## src/rtl/muldiv_pkg.sv

```systemverilog
// Shared op codes, FSM encoding and default sizes for the iterative mul/div unit.
// No logic here, so there is no latency or backpressure.
package muldiv_pkg;

    localparam int WIDTH = 32;
    localparam int ITERS = 32;

    localparam logic [1:0] OP_DIV  = 2'd0;
    localparam logic [1:0] OP_DIVU = 2'd1;
    localparam logic [1:0] OP_MUL  = 2'd2;
    localparam logic [1:0] OP_MULU = 2'd3;

    typedef enum logic [1:0] {
        S_IDLE = 2'd0,
        S_RUN  = 2'd1,
        S_FIX  = 2'd2
    } state_t;

endpackage

```

## src/rtl/muldiv_mag_core.sv

```systemverilog
// Unsigned shift/subtract divider and shift/add multiplier sharing one {hi,lo} register.
// One step per cycle with step=1, a full op takes WIDTH steps; it has no backpressure and follows load/step.
module muldiv_mag_core
    import muldiv_pkg::*;
#(
    parameter int WIDTH = muldiv_pkg::WIDTH
) (
    input  logic             clk,
    input  logic             rst,
    input  logic             load,
    input  logic             step,
    input  logic             div_mode,
    input  logic [WIDTH-1:0] a_mag,
    input  logic [WIDTH-1:0] b_mag,
    output logic [WIDTH-1:0] hi,
    output logic [WIDTH-1:0] lo
);

    logic             mode_q;
    logic [WIDTH-1:0] opnd_q;
    logic [WIDTH+1:0] sum;
    logic [WIDTH-1:0] hi_n;
    logic [WIDTH-1:0] lo_n;

    // Divide: lo holds the dividend and shifts quotient bits in from the right.
    // Multiply: lo holds the multiplier and the product shifts in from hi.
    always_comb begin
        sum  = '0;
        hi_n = hi;
        lo_n = lo;
        if (mode_q) begin
            sum = {1'b0, hi, lo[WIDTH-1]} - {2'b00, opnd_q};
            if (!sum[WIDTH+1]) begin
                {hi_n, lo_n} = {sum[WIDTH-1:0], lo[WIDTH-2:0], 1'b1};
            end else begin
                {hi_n, lo_n} = {hi[WIDTH-2:0], lo, 1'b0};
            end
        end else begin
            sum = {2'b00, hi} + {2'b00, opnd_q};
            if (lo[0]) begin
                {hi_n, lo_n} = {sum[WIDTH:0], lo[WIDTH-1:1]};
            end else begin
                {hi_n, lo_n} = {1'b0, hi, lo[WIDTH-1:1]};
            end
        end
    end

    always_ff @(posedge clk or negedge rst) begin
        if (!rst) begin
            mode_q <= 1'b0;
            opnd_q <= '0;
            hi     <= '0;
            lo     <= '0;
        end else if (load) begin
            mode_q <= div_mode;
            hi     <= '0;
            lo     <= div_mode ? a_mag : b_mag;
            opnd_q <= div_mode ? b_mag : a_mag;
        end else if (step) begin
            hi <= hi_n;
            lo <= lo_n;
        end
    end

endmodule

```

## src/rtl/muldiv_unit.sv

```systemverilog
// Iterative signed/unsigned multiply/divide with sign fix-up, divide-by-zero handling and level-start rearm.
// busy is high for ITERS+1 cycles after a start; starts arriving while busy are dropped (no queueing).
module muldiv_unit
    import muldiv_pkg::*;
#(
    parameter int WIDTH = muldiv_pkg::WIDTH,
    parameter int ITERS = muldiv_pkg::ITERS
) (
    input  logic             clk,
    input  logic             rst,
    input  logic             instr_new,
    input  logic             div_start,
    input  logic             divu_start,
    input  logic             mul_start,
    input  logic             mulu_start,
    input  logic [WIDTH-1:0] op_a,
    input  logic [WIDTH-1:0] op_b,
    output logic             busy,
    output logic [WIDTH-1:0] res_hi,
    output logic [WIDTH-1:0] res_lo,
    output logic             div0
);

    localparam int CW = $clog2(ITERS);

    state_t           state, state_n;
    logic [CW-1:0]    cnt;
    logic [1:0]       op_q, op_sel;
    logic             a_neg_q, b_neg_q, b_zero_q, armed;
    logic [WIDTH-1:0] a_raw_q;
    logic             mul_req, accept, sgn, load, step, fix, is_div;
    logic [WIDTH-1:0] a_mag, b_mag, core_hi, core_lo, fix_hi, fix_lo;
    logic [2*WIDTH-1:0] prod;

    assign mul_req = mul_start | mulu_start;
    assign accept  = (state == S_IDLE) && (div_start || divu_start || (mul_req && armed));

    always_comb begin
        if (div_start)       op_sel = OP_DIV;
        else if (divu_start) op_sel = OP_DIVU;
        else if (mul_start)  op_sel = OP_MUL;
        else                 op_sel = OP_MULU;
    end

    assign sgn   = (op_sel == OP_DIV) || (op_sel == OP_MUL);
    assign a_mag = (sgn && op_a[WIDTH-1]) ? -op_a : op_a;
    assign b_mag = (sgn && op_b[WIDTH-1]) ? -op_b : op_b;

    always_comb begin
        state_n = state;
        load    = 1'b0;
        step    = 1'b0;
        fix     = 1'b0;
        case (state)
            S_IDLE: begin
                if (accept) begin
                    state_n = S_RUN;
                    load    = 1'b1;
                end
            end
            S_RUN: begin
                step = 1'b1;
                if (cnt == CW'(ITERS - 1)) state_n = S_FIX;
            end
            S_FIX: begin
                fix     = 1'b1;
                state_n = S_IDLE;
            end
            default: state_n = S_IDLE;
        endcase
    end

    always_ff @(posedge clk or negedge rst) begin
        if (!rst) state <= S_IDLE;
        else      state <= state_n;
    end

    muldiv_mag_core #(.WIDTH(WIDTH)) u_core (
        .clk      (clk),
        .rst      (rst),
        .load     (load),
        .step     (step),
        .div_mode (!op_sel[1]),
        .a_mag    (a_mag),
        .b_mag    (b_mag),
        .hi       (core_hi),
        .lo       (core_lo)
    );

    // a_neg_q/b_neg_q are only set for signed ops, so unsigned results pass through untouched.
    assign is_div = !op_q[1];
    assign prod   = (a_neg_q ^ b_neg_q) ? -{core_hi, core_lo} : {core_hi, core_lo};

    always_comb begin
        fix_hi = prod[2*WIDTH-1:WIDTH];
        fix_lo = prod[WIDTH-1:0];
        if (is_div) begin
            if (b_zero_q) begin
                fix_hi = a_raw_q;
                fix_lo = '1;
            end else begin
                fix_hi = a_neg_q ? -core_hi : core_hi;
                fix_lo = (a_neg_q ^ b_neg_q) ? -core_lo : core_lo;
            end
        end
    end

    always_ff @(posedge clk or negedge rst) begin
        if (!rst) begin
            busy     <= 1'b0;
            res_hi   <= '0;
            res_lo   <= '0;
            div0     <= 1'b0;
            armed    <= 1'b1;
            cnt      <= '0;
            op_q     <= OP_DIV;
            a_neg_q  <= 1'b0;
            b_neg_q  <= 1'b0;
            b_zero_q <= 1'b0;
            a_raw_q  <= '0;
        end else begin
            if (load) begin
                busy     <= 1'b1;
                cnt      <= '0;
                div0     <= 1'b0;
                op_q     <= op_sel;
                a_neg_q  <= sgn & op_a[WIDTH-1];
                b_neg_q  <= sgn & op_b[WIDTH-1];
                b_zero_q <= (op_b == '0);
                a_raw_q  <= op_a;
            end
            if (step) cnt <= cnt + CW'(1);
            if (fix) begin
                busy   <= 1'b0;
                res_hi <= fix_hi;
                res_lo <= fix_lo;
                div0   <= is_div & b_zero_q;
            end
            // A held mul level must not relaunch after completion; only a new instruction or a dropped level rearms.
            if (load && op_sel[1])            armed <= 1'b0;
            else if (instr_new || !mul_req)   armed <= 1'b1;
        end
    end

endmodule

```

## config.mk

```make
export PLATFORM = sky130hd
export DESIGN_NAME = muldiv_unit
export DESIGN_NICKNAME = d
export VERILOG_FILES = /design/src/rtl/muldiv_pkg.sv /design/src/rtl/muldiv_mag_core.sv /design/src/rtl/muldiv_unit.sv
export SDC_FILE = /design/constraint.sdc
export NUM_CORES = 1
export LEC_CHECK = 0
export ABC_CLOCK_PERIOD_IN_PS = 3470
export BUFFER_PORTS_ARGS = -buffer_cell sky130_fd_sc_hd__buf_2
export CAP_MARGIN = 15
export CORE_ASPECT_RATIO = 0.9
export CORE_MARGIN = 2
export CORE_UTILIZATION = 50
export CTS_BUF_LIST = sky130_fd_sc_hd__clkbuf_8
export DETAILED_ROUTE_END_ITERATION = 16
export PLACE_DENSITY = 0.82
export SLEW_MARGIN = 0
export SYNTH_ARGS = -nofsm -noshare
export SYNTH_HDL_FRONTEND = slang
export SYNTH_SLANG_ARGS = --single-unit
```

## constraint.sdc

```tcl
create_clock -name clk -period 3.47 [get_ports clk]
set_clock_uncertainty 0.15 [all_clocks]
set_input_delay 0.694 -clock clk [delete_from_list [all_inputs] [get_ports clk]]
set_output_delay 0.694 -clock clk [all_outputs]
set_load 0.03 [all_outputs]
```

== Yosys cells after proc, flatten, opt, wreduce, memory -nomap -nowiden ==
Index checks and enable logic that the tools add are counted.

* Register bits after elaboration: 208

* $add $sub $neg: 8
* Equality and inequality tests: 6
* Mux-type cells: 39
* Bitwise logic cells: 5
* Reduce and logical (&&, ||, !) cells: 19

{| class="wikitable"
|+ Operators with widths
! kind !! number
|-
| $mux 32 || 19
|-
| $neg 32->32 || 4
|-
| $mux 64 || 1
|-
| $neg 64->64 || 1
|-
| $sub 33x32->34 || 1
|-
| $add 32x32->33 || 1
|-
| $logic_not 32->1 || 1
|-
| $mux 1 || 12
|-
| $mux 5 || 2
|-
| $mux 2 || 4
|-
| $reduce_bool 2->1 || 3
|-
| $add 5x1->5 const B || 1
|-
| $eq 5x5->1 const B || 1
|-
| $logic_and 1x1->1 || 5
|-
| $eq 2x2->1 const B || 2
|-
| $logic_not 2->1 || 2
|-
| $logic_or 1x1->1 || 4
|-
| $ne 2x2->1 const B || 2
|-
| $pmux 2 s2 || 1
|-
| $and 1x1->1 || 3
|-
| $logic_not 1->1 || 3
|-
| $eq 2x1->1 const B || 1
|-
| $reduce_and 2->1 || 1
|-
| $or 1x1->1 || 1
|-
| $xor 1x1->1 || 1
|}

== Longest topological paths before layout ==
Gate-level depths: netlist (run 1).

* Depth in word-level cells: 9
* Mapped depth: 14
* Depth with buffers taken out: 13

== By module ==
Synthesis (run 1) repeated with hierarchy kept, for this count alone.

* Cell total of the unflattened synthesis: 2221
* Area total of the unflattened synthesis: 17594.4 µm²

{| class="wikitable"
|+ Modules (own cells, without submodules)
! module !! times used !! cells each !! area an instance (µm²) !! seq. area each (µm²)
|-
| muldiv_mag_core || 1 || 1159 || 9301.4 || 2427.3
|-
| muldiv_unit || 1 || 1062 || 8293.0 || 2753.9
|}

== Least setup slack after synthesis (run 1) ==
OpenSTA, ideal clock, no wires.

* Path type: reg-to-reg
* Start point: register u_core.lo[14]
* End point: register res_hi[25]
* Library setup time: 125 ps
* Arrival: 3372 ps
* Setup slack: -177 ps
* Stages on the path, launching flop included: 11
* Path buffers: 1
* Period minus slack after synthesis: 3647 ps
* Cells stage by stage: dfrtp_1 -> or4_4 -> or4b_4 -> or4_4 -> buf_6 -> or4b_4 -> nor4_2 -> a21oi_1 -> o2111ai_1 -> o21ai_1 -> mux2_2

* Longest elaborated chain between the ends: 3

{| class="wikitable"
|+ RTL lines
! what !! RTL line !! text
|-
| start, declared || muldiv_mag_core.sv:16 || <nowiki>output logic [WIDTH-1:0] lo</nowiki>
|-
| start signal, assigned || muldiv_mag_core.sv:57 || <nowiki>lo <= div_mode ? a_mag : b_mag;</nowiki>
|-
| start signal, assigned || muldiv_mag_core.sv:61 || <nowiki>lo <= lo_n;</nowiki>
|-
| $neg 64->64 || muldiv_unit.sv:92 || <nowiki>assign prod = (a_neg_q ^ b_neg_q) ? -{core_hi, core_lo} : {core_hi, core_lo};</nowiki>
|-
| $mux 64 || muldiv_unit.sv:92 ||
|-
| $mux 32 || muldiv_unit.sv:97 || <nowiki>if (is_div) begin</nowiki>
|-
| end signal, assigned || muldiv_unit.sv:135 || <nowiki>res_hi <= fix_hi;</nowiki>
|-
| end, declared || muldiv_unit.sv:19 || <nowiki>output logic [WIDTH-1:0] res_hi,</nowiki>
|}

No other way between the ends.
A chain may end at the register's enable or synchronous reset.

== Worst setup path in the final report (run 1) ==
* Start point: register u_core.lo[13]
* End point: register res_hi[25]

The elaborated chain is that of the path after synthesis.

==> results of run 1 <==
==> cells in the mapped netlist (6+ instances only) <==
| cell | n |
|---|---|
| nand3b_1 | 6 |
| dfrtp_1 | 206 |
| a31oi_1 | 23 |
| or4_1 | 13 |
| a21boi_0 | 9 |
| nand2_1 | 301 |
| o21a_1 | 9 |
| o211ai_1 | 51 |
| clkbuf_1 | 134 |
| o21bai_1 | 12 |
| o221ai_1 | 7 |
| mux2i_1 | 50 |
| a22oi_1 | 22 |
| o41ai_1 | 9 |
| nand4_1 | 15 |
| a21oi_1 | 223 |
| nor2b_1 | 17 |
| ha_1 | 70 |
| inv_1 | 62 |
| or3_1 | 15 |
| xor2_1 | 109 |
| xnor2_1 | 85 |
| o31ai_1 | 20 |
| a21o_1 | 31 |
| and2_1 | 12 |
| buf_1 | 16 |
| nor2_1 | 195 |
| nor4_1 | 12 |
| nand3_1 | 23 |
| o22a_1 | 6 |
| a311oi_1 | 6 |
| a32o_1 | 13 |
| and3_1 | 10 |
| a221oi_1 | 9 |
| nor3_1 | 55 |
| o21ai_0 | 183 |
| a211oi_1 | 19 |
| nand2b_1 | 19 |
==> worst max-delay path, stage by stage (launching register included) <==
cell and delay, ps:
dfrtp_1 380, or4_4 540, or4b_4 530, or4_4 530
or4b_4 650, nor4_2 190, a21oi_1 70, o2111ai_1 100
o21ai_1 90, mux2_4 260
==> cells by family after synthesis <==
kind of cell / share of synthesized area (%)
AND/OR/NAND/NOR: 19.1
AO/OA/AOI/OAI: 25.7
buffers and inverters: 4.94
flip-flops: 31.2
XOR/XNOR: 10.2
adder cells (fa/ha/maj): 5.51
multiplexers: 3.35
==> timing repair <==
item                                    4_1_cts  5_1_grt
pin swaps                                     4       24
cloned                                        0        1
buffers inserted                              1        4
hold buffers                                  0        0
gates resized for setup                       3       62
endpoints found under the setup margin       11       37
==> per-layer routing <==
metal | track usage, % | vias up | routed length, um
li1 | - | 8059 | -
met1 | 46.8 | 8407 | 24700
met2 | 52.8 | 1053 | 26300
met3 | 8.44 | 217 | 7050
met4 | 19.4 | 0 | 3870
met5 | 0 | - | 0
==> power breakdown <==
group          leakage, uW  internal (uW)  total (uW)  switching, uW
clock             0.000484           1580        2770           1190
sequential         0.00247           3490        4620           1140
combinational      0.00598           6630       15700           9080
==> registers in the layout (all words and copies together) (netlist names) <==
register / cells
u_core.opnd_q: 32
cnt: 5
a_neg_q: 1
b_neg_q: 1
b_zero_q: 1
res_lo: 32
a_raw_q: 32
op_q: 1
u_core.mode_q: 1
armed: 1
res_hi: 32
u_core.hi: 32
div0: 1
u_core.lo: 32
busy: 1
state: 2
==> final timing paths <==
check,slack (ps),cells after the start,end
min reg2reg,330,2,a_raw_q[11]
max,-110,9,res_hi[25]
min in group clk,210,3,a_raw_q[21]
min,-5,1,res_hi[26]
max in group asynchronous,2350,2,u_core.lo[16]
max reg2reg,-110,9,res_hi[25]
==> cell type report <==
type                       count  share of cell area [%]
sequential                   207                    26.0
multi-input combinational   1725                    54.9
inverter                      63                    1.19
tap                          422                    2.65
timing repair buffer         318                    10.7
clock buffer                  56                    3.87
clock inverter                15                   0.610
==> metrics by stage <==
stage / std cells / setup TNS, ps / hold slack [ps] / cell area [um^2]
after CTS: 2801 / -222 / 59.0 / 19700
after detailed placement: 2729 / -658 / 313 / 18700
final: 2806 / -301 / -4.99 / 19900
after global placement: 2729 / -257 / 309 / 18700
after global routing: 2806 / -1310 / 70.5 / 19900
after floorplan: 2147 / -311 / 248 / 16700
==> results.toml, run 1 <==
[outcome]
status = "complete, but fails checks"
violations = "negative hold slack, negative setup slack"

[floorplanning]
die_y_um = 177
core_um2 = 32900
die_w_um = 196
die-area_um2 = 34700
ios = 137
start_util_pct = 50.6
rows = 63

[power]
p_leak_uw = 0.00894
irDropWorstVdd_mv = 0.656
power_density_nw_per_um2 = 1160
power_uw = 23100

[routing]
drc_errors = 0
drt_iter0_markers = 2115
ant_nets = 0
wl_per_cell_um = 22.1
viasPerCell = 6.32
vias = 17736
drt-total-wl_um = 61900
drt_first_pass_iters = 6

[synthesis]
synth_edf_count = 0
ys.flop_type = "dfrtp_1"
ys_warn_count = 0
ys_seq_area_share_pct = 31.2
synth_top_area_share_pct = 31.0
async_flop_share_pct = 100
yosys.area.top_type = "dfrtp_1"
synth.area.top_cells = "dfrtp_1, nand2_1, a21oi_1"
synth-seq-cells = 207
post_synth_num_cell_types = 70
avgSynthCellArea_um2 = 7.75
syn_area_um2 = 16600
synth_cells = 2147
synth_nets = 2290

[setup_path]
cp-startpoint = "u_core.lo[13]"
cp-end-kind = "register"
reg2reg_from = "u_core.lo[13]"
crit_type = "reg2reg"
critPathLaunchType = "register"
cp_max_fo = 6
arrival_ps = 3890
required_ps = 3780

[clocking]
cts.path.max_buffers = 3
root_buffer = "clkbuf_8"
cts_tree = "yes"
clk_pin_slew_ps = 60
cts_buffers = 40
clock_sinks = 207
htreeDepth = 2
clock_latency_ps = 580

[timing]
worst_slew_pin_slew_ps = 1110
finalWorstSetupSlack_ps = -114
finalSetupViolations = 7
fmax_mhz = 279
timing.final.crit_period_ps = 3580
rsz0062_at_grt = "true"
slew_headroom_pct = 25.5
slew_viol_final = 0
whs_ps = -4.99
hold_viol_final = 6
fin_crit_sh_pct = 103

[placed_design]
place.gp.congestion = 1.05
dpl.hpwl_um = 46200
numPortBuffers = 136
place_ws_ps = -160

[layout]
fillers = 2880
utilization_pct = 60.5
final_common_cell = "nand2_1"
drive_above_1_share_pct = 19.0
seq_area_um2 = 5180
multiInputGateArea_um2 = 10900
area_growth_pct = 19.6
fin_nets = 2498
antenna_cells = 0
final_cell_mix = "nand2_1, a21oi_1, dfrtp_1, nor2_1, buf_4"

[global_routing]
overflow = 0
antenna_found_initial = 0
grt_pass1_vias = 16697
grt_first_pass_wirelength_um = 94800
grt.total_usage_pct = 35.2
grt_max_degree = 83

[hold_path]
hold_class = "in2async"

[job]
max-cap-violations = 0
Power figures use the tool's default switching activity.
==> run 2, diff against run 1 <==
--- a/config.mk
+++ b/config.mk
@@ -13,7 +13,8 @@
 export CORE_UTILIZATION = 50
 export CTS_BUF_LIST = sky130_fd_sc_hd__clkbuf_8
 export DETAILED_ROUTE_END_ITERATION = 16
-export PLACE_DENSITY = 0.82
+export GPL_ROUTABILITY_DRIVEN = 0
+export PLACE_DENSITY = 0.81
 export SLEW_MARGIN = 0
 export SYNTH_ARGS = -nofsm -noshare
 export SYNTH_HDL_FRONTEND = slang
==> results.toml, run 2 (same netlist as run 1, synthesis figures left out) <==
[hold_path]
holdCritStartpoint = "op_a[6]"
hold_class = "in2reg"
worstHoldPathCells = 3
min_to = "a_raw_q[6]"

[setup_path]
required_ps = 3830
reg2reg_from = "u_core.lo[13]"
timing.rr.end = "res_hi[29]"
cp_max_fo = 4
crit_type = "reg2reg"
rrSetupSlack_ps = -90
cp-startpoint = "u_core.lo[13]"
critPathLaunchType = "register"
arrival_ps = 3920
worstRegToRegCells = 10
cp-end-kind = "register"

[layout]
stdcell_area_um2 = 19600
final_common_cell = "nand2_1"
drive_above_1_share_pct = 17.9
area_growth_pct = 17.6
final_cell_mix = "nand2_1, a21oi_1, dfrtp_1, nor2_1, o21ai_0"
fin_nets = 2487

[floorplanning]
die_w_um = 196
die_y_um = 177
start_util_pct = 50.6
rows = 63
ios = 137
core_um2 = 32900
die-area_um2 = 34700

[global_routing]
overflow = 0
use_met2_pct = 50.2
grt_max_degree = 63
grt_first_pass_wirelength_um = 94000
use_met3_pct = 9.78
grt_pass1_vias = 16961
grt-busiest-layer = "met2"
met1_usage_pct = 46.0
grt.total_usage_pct = 34.7
antenna_found_initial = 0

[routing]
drt_iter0_markers = 2670
vias = 18108
wl_per_cell_um = 22.2
viasPerCell = 6.49
drt-total-wl_um = 61800
drt_first_pass_iters = 7
ant_nets = 0
drc_errors = 0

[job]
max-cap-violations = 0

[clocking]
cts_tree = "yes"
clock_latency_ps = 580
cts_buffers = 37
root_buffer = "clkbuf_8"
cts.path.max_buffers = 3
clock_sinks = 207
clk_pin_slew_ps = 70
htreeDepth = 2

[power]
p_leak_uw = 0.00879
irDropWorstVdd_mv = 0.640
power_uw = 22600
power_density_nw_per_um2 = 1150

[timing]
slew_headroom_pct = 36.3
worst_slew_pin_slew_ps = 950
finalWorstSetupSlack_ps = -93.7
slew_viol_final = 0
fmax_mhz = 281
finalSetupViolations = 6
hold_viol_final = 0
setup_tns_ps = -354
timing.final.crit_period_ps = 3560
rsz0062_at_grt = "true"
fin_crit_sh_pct = 103

[placed_design]
numPortBuffers = 136
placed_cell_area_um2 = 18600
dpl.hpwl_um = 46200

[outcome]
violations = "negative setup slack"
status = "complete, but fails checks"
-- run 2: where the power goes --
| group | switching, uW | leakage (uW) | internal [uW] |
|---|---|---|---|
| combinational | 9080 | 0.00591 | 6540 |
| clock | 1140 | 0.000401 | 1180 |
| sequential | 1120 | 0.00247 | 3490 |
| total | 11300 | 0.00879 | 11200 |
-- run 2: timing repair --
action / 4_1_cts / 5_1_grt
setup endpoints to repair: 11 / 55
hold buffers: 1 / 0
pin swaps: 2 / 17
gates resized for setup: 4 / 35
endpoints found under the hold margin: 55 / 0
setup buffers: 1 / 9
-- run 2: metal layers --
layer,vias to the layer above,wire [um]
met5,-,0
met1,8503,24000
met3,252,8150
li1,8036,-
met2,1317,26000
met4,0,3780
-- run 2: cell type report --
class,count,area (um^2)
diodes,1,2.50
clock buffers,46,633
fillers,2790,13300
multi-input cells,1724,10800
inverters,63,236
repair buffers,311,2080
well taps,422,528
clock inverters,15,63.8
flip-flops and latches,207,5180
-- run 2: worst max path at each step --
stage | endpoint | slack [ps] | depth (start not counted)
after floorplan | res_hi[25] | -110 | 10
after global placement | res_hi[25] | -80 | 9
after detailed placement | res_hi[13] | -120 | 10
after CTS | res_hi[25] | -80 | 9
after global routing | res_hi[13] | -180 | 10
final | res_hi[29] | -90 | 10
-- run 2: stage by stage --
step	setup slack, ps	hold slack (ps)	cells	utilization, %
6_report	-93.7	228	2789	59.5
5_1_grt	-185	237	2788	59.5
4_1_cts	-82.7	217	2779	58.9
3_5_place_dp	-122	313	2716	56.7
3_3_place_gp	-79.2	309	2716	56.7
2_1_floorplan	-108	248	2147	-
-- run 2: critical path, stage by stage (launching register included) --
cell      delay (ps)
dfrtp_1          380
or4_4            540
or4b_4           510
or4_4            530
or4b_4           640
nor2_4           190
buf_4            140
nand3_1           70
o311ai_1         110
mux2i_1          120
o21ai_1          130
